`config.mk`:
```
export PLATFORM = sky130hd
export DESIGN_NAME = mem_responder
export DESIGN_NICKNAME = d
export VERILOG_FILES = /design/src/rtl/mem_pkg.sv /design/src/rtl/mem_rd_pipe.sv /design/src/rtl/mem_responder.sv
export SDC_FILE = /design/constraint.sdc
export NUM_CORES = 1
export LEC_CHECK = 0
export CAP_MARGIN = 20
export CORE_UTILIZATION = 38
export CTS_CLUSTER_SIZE = 10
export DETAILED_ROUTE_END_ITERATION = 10
export PLACE_DENSITY = 0.54
export SYNTH_ARGS = -nofsm -noshare
export SYNTH_HDL_FRONTEND = slang
export SYNTH_SLANG_ARGS = --single-unit
```
`constraint.sdc`:
```
create_clock -name clk -period 2.2 [get_ports clk]
set_input_delay 0.22 -clock clk [delete_from_list [all_inputs] [get_ports clk]]
set_output_delay 0.22 -clock clk [all_outputs]
set_load 0.03 [all_outputs]
```
`src/rtl/mem_pkg.sv`:
```
// Shared constants and types for the mem_responder register-file target.
package mem_pkg;

  localparam int unsigned ADDR_W = 4;
  localparam int unsigned DATA_W = 8;
  localparam int unsigned DEPTH  = 2**ADDR_W;

  typedef logic [ADDR_W-1:0] addr_t;
  typedef logic [DATA_W-1:0] data_t;

  typedef enum logic {
    MEM_RD = 1'b0,
    MEM_WR = 1'b1
  } mem_op_e;

  typedef struct packed {
    logic  valid;
    data_t data;
    logic  err;
  } rd_slot_t;

endpackage

```
`src/rtl/mem_rd_pipe.sv`:
```
// RD_LAT-stage delay line of read slots; the last stage holds its data while
// idle and only reports err alongside a valid result.
module mem_rd_pipe
  import mem_pkg::*;
#(
  parameter int unsigned RD_LAT     = 1,
  parameter type         slot_t     = rd_slot_t,
  parameter slot_t       RESET_SLOT = '0
) (
  input  logic  clk,
  input  logic  rst_n,
  input  slot_t slot_in,
  output slot_t slot_out
);

  slot_t stage_q [RD_LAT];
  slot_t stage_d [RD_LAT];

  always_comb begin
    stage_d[0] = slot_in;
    for (int unsigned i = 1; i < RD_LAT; i++) begin
      stage_d[i] = stage_q[i-1];
    end
    // Output stage: keep last returned data across write slots.
    if (!stage_d[RD_LAT-1].valid) begin
      stage_d[RD_LAT-1].data = stage_q[RD_LAT-1].data;
      stage_d[RD_LAT-1].err  = 1'b0;
    end
  end

  always_ff @(posedge clk or negedge rst_n) begin
    if (!rst_n) begin
      for (int unsigned i = 0; i < RD_LAT; i++) begin
        stage_q[i] <= RESET_SLOT;
      end
    end else begin
      stage_q <= stage_d;
    end
  end

  assign slot_out = stage_q[RD_LAT-1];

endmodule

```
`src/rtl/mem_responder.sv`:
```
// Register-file memory target with RD_LAT read pipeline, written bitmap and
// read-of-unwritten flag. Optional counters: MEM_RESPONDER_STATS_EN.
module mem_responder #(
  parameter int unsigned ADDR_W    = mem_pkg::ADDR_W,
  parameter int unsigned DATA_W    = mem_pkg::DATA_W,
  parameter int unsigned RD_LAT    = 1,
  parameter logic [DATA_W-1:0] RESET_VAL = '0
) (
  input  logic              clk,
  input  logic              rst_n,
  input  logic              wr_rdn,
  input  logic [ADDR_W-1:0] addr,
  input  logic [DATA_W-1:0] in_data,
  output logic [DATA_W-1:0] out_data,
  output logic              out_valid,
  output logic              rd_err
`ifdef MEM_RESPONDER_STATS_EN
  ,
  output logic [15:0]       wr_cnt,
  output logic [15:0]       rd_cnt,
  output logic [15:0]       err_cnt
`endif
);
  import mem_pkg::*;

  localparam int unsigned N_ENTRIES = 2**ADDR_W;

  typedef struct packed {
    logic              valid;
    logic [DATA_W-1:0] data;
    logic              err;
  } slot_t;

  localparam slot_t RESET_SLOT = '{valid: 1'b0, data: RESET_VAL, err: 1'b0};

  if (RD_LAT < 1 || RD_LAT > 4) begin : g_bad_rd_lat
    $error("mem_responder: RD_LAT=%0d outside legal range 1..4", RD_LAT);
  end

  mem_op_e op;
  assign op = mem_op_e'(wr_rdn);

  logic [DATA_W-1:0]    mem_q [N_ENTRIES];
  logic [DATA_W-1:0]    mem_d [N_ENTRIES];
  logic [N_ENTRIES-1:0] written_q, written_d;
  logic                 rd_req_q, rd_req_d;
  logic [ADDR_W-1:0]    rd_addr_q, rd_addr_d;
  slot_t                slot_in, slot_out;

  // The read request is registered and the array sampled one edge later, so
  // a write in the same cycle as the read's first pipe stage is not visible.
  always_comb begin
    mem_d     = mem_q;
    written_d = written_q;
    rd_req_d  = (op == MEM_RD);
    rd_addr_d = addr;
    if (op == MEM_WR) begin
      mem_d[addr]     = in_data;
      written_d[addr] = 1'b1;
    end
    slot_in.valid = rd_req_q;
    slot_in.data  = mem_q[rd_addr_q];
    slot_in.err   = ~written_q[rd_addr_q];
  end

  always_ff @(posedge clk or negedge rst_n) begin
    if (!rst_n) begin
      for (int unsigned i = 0; i < N_ENTRIES; i++) begin
        mem_q[i] <= RESET_VAL;
      end
      written_q <= '0;
      rd_req_q  <= 1'b0;
      rd_addr_q <= '0;
    end else begin
      mem_q     <= mem_d;
      written_q <= written_d;
      rd_req_q  <= rd_req_d;
      rd_addr_q <= rd_addr_d;
    end
  end

  mem_rd_pipe #(
    .RD_LAT    (RD_LAT),
    .slot_t    (slot_t),
    .RESET_SLOT(RESET_SLOT)
  ) u_rd_pipe (
    .clk     (clk),
    .rst_n   (rst_n),
    .slot_in (slot_in),
    .slot_out(slot_out)
  );

  assign out_data  = slot_out.data;
  assign out_valid = slot_out.valid;
  assign rd_err    = slot_out.valid & slot_out.err;

`ifdef MEM_RESPONDER_STATS_EN
  logic [15:0] wr_cnt_q, wr_cnt_d;
  logic [15:0] rd_cnt_q, rd_cnt_d;
  logic [15:0] err_cnt_q, err_cnt_d;

  always_comb begin
    wr_cnt_d  = wr_cnt_q;
    rd_cnt_d  = rd_cnt_q;
    err_cnt_d = err_cnt_q;
    if (op == MEM_WR && wr_cnt_q != '1) wr_cnt_d = wr_cnt_q + 16'd1;
    if (op == MEM_RD && rd_cnt_q != '1) rd_cnt_d = rd_cnt_q + 16'd1;
    if (out_valid && rd_err && err_cnt_q != '1) err_cnt_d = err_cnt_q + 16'd1;
  end

  always_ff @(posedge clk or negedge rst_n) begin
    if (!rst_n) begin
      wr_cnt_q  <= '0;
      rd_cnt_q  <= '0;
      err_cnt_q <= '0;
    end else begin
      wr_cnt_q  <= wr_cnt_d;
      rd_cnt_q  <= rd_cnt_d;
      err_cnt_q <= err_cnt_d;
    end
  end

  assign wr_cnt  = wr_cnt_q;
  assign rd_cnt  = rd_cnt_q;
  assign err_cnt = err_cnt_q;
`endif

endmodule

```
# [Word level (Yosys, flattened, before mapping)]
# Cells that the tools add are included.
# W data, S select, Z words.
[word_totals] reg_bits=159 romBits=0 out_inout_bits=10 latch_bits=0 input_bits=15 ram_bits=0 memories=0 elab_cells=47
[classes] reduce_logical=2 n_addsub=0 div=0 n_lt_le_gt_ge=6 mul=0 eq_ne=0 muxes=11 bitwise_logic=6 n_shift=0
[ops] operator="$bwmux W128" n=1
[ops] operator="$bmux W8 S4" n=1
[ops] operator="$demux W8 S4" n=1
[ops] operator="$mux W8" n=3
[ops] operator="$or A16 B16 Y16" n=1
[ops] operator="$ge A5 B5 Y1 const B" n=2
[ops] operator="$lt A4 B5 Y1 const B" n=2
[ops] operator="$not A4 Y5" n=2
[ops] operator="$lt A5 B1 Y1 const B" n=1
[ops] operator="$bmux W1 S4" n=1
[ops] operator="$demux W1 S4" n=1
[ops] operator="$ge A4 B1 Y1 const B" n=1
[ops] operator="$mux W1" n=3
[ops] operator="$logic_and A1 B1 Y1" n=2
[ops] operator="$not A1 Y1" n=2
[ops] operator="$and A1 B1 Y1" n=1

# [Logic depth before layout (Yosys ltp)]
[logic_depth] word_depth=6 depth_mapped=6 ltp_nobuf=3

# [Hierarchy]
# Synthesis repeated with hierarchy kept, for this count alone.
[unflattened] hier_cells=431 area_unflattened_um2=7011.7
[by_module_without_submodules] mod="mem_responder" instances=1 seq_area_each_um2=3728.6 cells_each=411 area_each_um2=6622.6
[by_module_without_submodules] mod="mem_rd_pipe" instances=1 seq_area_each_um2=250.2 cells_each=20 area_each_um2=389.1

# [Worst setup path after synthesis]
# Ideal clock, no wire load.
[synth_path] kind="flip-flop to flip-flop" start="register rd_addr_q[1]" end="register u_rd_pipe.stage_q, in the netlist u_rd_pipe.slot_out[2]" path_buffers=2 period_less_slack_ns=1.572 stages_incl_launch_ff=6 arrival_time_ns=1.430 setup_ns=0.142 slack_ns=0.628 t_required_ns=2.058 cell_sequence="dfrtp_1 buf_4 buf_4 mux4_2 o22ai_1 a221oi_1"
[synth_via] elab_chain_cells=4
[synth_rtl] element="start: declaration" line_no="mem_responder.sv:47" rtl="logic [ADDR_W-1:0] rd_addr_q, rd_addr_d;"
[synth_rtl] element="start signal: assignment" line_no="mem_responder.sv:78" rtl="rd_addr_q <= rd_addr_d;"
[synth_rtl] element="$not A4 Y5 (not written as such)" line_no="mem_responder.sv:62" rtl="slot_in.data = mem_q[rd_addr_q];"
[synth_rtl] element="$bmux W8 S4" line_no="mem_responder.sv:62"
[synth_rtl] element="$mux W8 (not written as such) (2 in a row)" line_no="mem_responder.sv:62"
[synth_rtl] element="end signal: assignment" line_no="mem_rd_pipe.sv:37" rtl="stage_q <= stage_d;"
[synth_rtl] element="end: declaration" line_no="mem_rd_pipe.sv:16" rtl="slot_t stage_q [RD_LAT];"
# No other way between the ends. The select of a mux whose other input is x is not followed.
# A chain may end at the register's enable or synchronous reset.

==> metrics.txt <==
average vias per placed instance between 5 and 6; antenna violations before repair 0; CTS H-Tree Depth 4; starting DRC count in detailed routing about 200; Antenna Cells 0; status complete, no violations; path type of the worst min-delay path input pin to async pin; final net count just under 500; GR Util All Layers 0.186; number of setup violations in the final report 0; count of endpoints failing hold in the final timing report 0; post-synthesis cell count 439; die extent in x 138 um; via count approximately 3800; final setup skew roughly 0.0067 ns; average footprint of a synthesized cell ~16 um2; most used cell along the critical path mux4_2; standard cell core area between 15000 and 20000 um2; DRC Markers 0; final routed wirelength across all metal layers around 16000 um; max-slew headroom at the worst pin 0.587; flop2flop setup slack 0.40 ns; syn nets about 450; Crit path arrival time 2.14 ns; Worst Reg2Reg Path Length in Cells 3; maximum number of pins on one net before global-route repair 58; slew at the pin closest to its max-slew limit ~0.62 ns; Total Die Area between 15000 and 20000 um2; die boundary height ~140 um; fraction of synthesized cell area taken by the top area cell type 0.570; least setup slack across all paths after layout 0.403 ns; Reg clk slew, reported paths roughly 0.060 ns; peak supply drop 0.000476 V; via count of the first global-routing pass a little over 4000; proportion of synthesized chip area in sequential cells 0.570; data required time at the worst endpoint around 2.6 ns; Max FO, Critical Path 7; number of nets still failing antenna checks after routing 0; netlist area before placement 6980 um2; library cell used as clock root buffer clkbuf_16; count of input and output buffers 24; num rows slightly below 50; Primary FF master, synth dfrtp_1; first-pass GRT wire length 24800 um; most used standard cell by instance count after synthesis dfrtp_1; Worst setup SP type flip-flop; DR WL/cell about 22 um; Post-Place Setup Slack between 0.08 and 0.09 ns; grt total ovfl 0; crit path from rd_addr_q[0]$_DFF_PN0_; DP Wirelength about 10000 um; clk sink count approximately 160; share of layout cells above drive strength 1 0.381; clock latency on the worst-skew pair 0.41 ns; number of distinct library cell variants in the gate-level netlist after synthesis 26; cell-by-cell trace of the critical path mux4_2 -> mux4_2 -> nor2b_1; total I/O pin count 25; reg-to-reg startpoint rd_addr_q[0]$_DFF_PN0_; area leader, netlist dfrtp_1; number of buffers on the longest clock path 2; final estimated routing congestion in global placement roughly 0.76; Critical-path top delay cell dfrtp_1; Area growth syn-to-layout 18.2%; delay of the slowest cell on the worst path 0.56 ns; max-slew violation total from the final report 0; sort of element at the end of the critical path flip-flop; aggregate negative setup slack 0 ns; crit share post-route 0.817; post-cts gate resize count 0; first drt pass iteration count 4; total clock buffers created by CTS 17; critical path start-end classification flip-flop to flip-flop; leakage power 3.44 nW; TritonCTS clock tree built; flop and latch count out of synthesis about 160; Cell Pwr Density roughly 1000 nW/um2; ranking of synthesized cells by area dfrtp_1, mux4_2, mux2_2; starting density of the core 0.389; most frequent cells after synthesis dfrtp_1, mux2_2, mux2_1; critical register-to-register path endpoint u_rd_pipe.slot_out[0]$_DFF_PN0_; RSZ-0062 raised after global routing false; highest attainable clock frequency approximately 560 MHz; EDFF count, synth 0; fin crit period 1.80 ns; total of max-cap violations 0; Ys Warns 0; async set-or-reset flop fraction in the synthesized netlist 1.00
-- worst max-delay path by stage --
stage,end,depth (start not counted)
after detailed placement,mem_q[91]$_DFFE_PN0P_,4
after CTS,u_rd_pipe.slot_out[8]$_DFFE_PN0P_,4
after global placement,mem_q[91]$_DFFE_PN0P_,4
after global routing,rd_err,2
final,u_rd_pipe.slot_out[0]$_DFF_PN0_,3
after floorplan,u_rd_pipe.slot_out[2]$_DFFE_PN0P_,5
-- per-layer routing --
| metal | part of all wire | vias to the layer above | wire, um | GRT usage |
|---|---|---|---|---|
| li1 | - | 1674 | - | - |
| met1 | 0.48 | 2053 | 7530 | 0.262 |
| met2 | 0.48 | 54 | 7420 | 0.286 |
| met3 | 0.032 | 10 | 497 | 0.0445 |
| met4 | 0.011 | 0 | 167 | 0.0470 |
| met5 | 0 | - | 0 | 0 |
-- logic make-up after synthesis --
group,after synthesis,synth area share
buf+inv,38,0.0310
compound gates,16,0.0172
mux,173,0.337
flops,159,0.570
simple gates,53,0.0450
-- worst max-delay path, delay by kind of cell (launching register included) --
family	cells	cell delay (ns)
flops	1	0.56
simple gates	1	0.12
mux	2	1.05
-- timing repair --
action,CTS,global route
hold buffers,1,0
buffers inserted,0,0
hold endpoints to repair,54,0
-- where the power goes --
group          switching, W  leakage [nW]  internal (W)
Clock               0.00120         0.299       0.00188
Sequential         0.000308          1.91       0.00356
Combinational      0.000522          1.23      0.000810
Total               0.00203          3.44       0.00625
-- final cells by class --
type / count / area (um2)
clock inverters: 12 / 158
inverters: 1 / 3.75
clock buffers: 20 / 467
well taps: 229 / 287
multi-input cells: 242 / 2790
fillers: 1587 / 9710
repair buffers: 51 / 572
flip-flops and latches: 159 / 3980
-- cell usage in the layout (no fill, tap or decap), drive strengths merged --
cell type / Yosys / layout
bufinv: 0 / 3
buf: 25 / 27
a221oi: 8 / 8
or3: 3 / 3
dlygate4sd3: 0 / 1
clkdlybuf4s50: 0 / 23
nand2: 2 / 2
clkbuf: 12 / 20
nor2b: 2 / 2
mux4: 37 / 37
nand2b: 9 / 9
mux2: 128 / 128
nand3: 1 / 1
clkinv: 0 / 5
dfrtp: 159 / 159
clkinvlp: 0 / 3
and2: 2 / 2
o22ai: 8 / 8
inv: 1 / 2
mux2i: 8 / 8
nor3b: 1 / 1
nand3b: 4 / 4
nor2: 18 / 18
or2: 11 / 11
-- flip-flops by register name, indices dropped and copies added (netlist names) --
| name | count |
|---|---|
| u_rd_pipe.slot_out | 10 |
| written_q | 16 |
| rd_req_q | 1 |
| rd_addr_q | 4 |
| mem_q | 128 |
-- metrics by stage --
| stage | cells | total power (W) | instance area (um2) | hold WS (ns) | utilization |
|---|---|---|---|---|---|
| after detailed placement | 681 | 0.00527 | 7620 | 0.241 | 0.424 |
| final | 714 | 0.00828 | 8260 | 0.350 | 0.460 |
| after CTS | 714 | 0.00839 | 8260 | 0.351 | 0.460 |
| after global placement | 681 | 0.00521 | 7620 | 0.237 | 0.424 |
| after global routing | 714 | 0.00870 | 8260 | 0.380 | 0.460 |
| after floorplan | 439 | 0.00485 | 6980 | -0.0756 | - |
(Power assumes the default switching activity.)
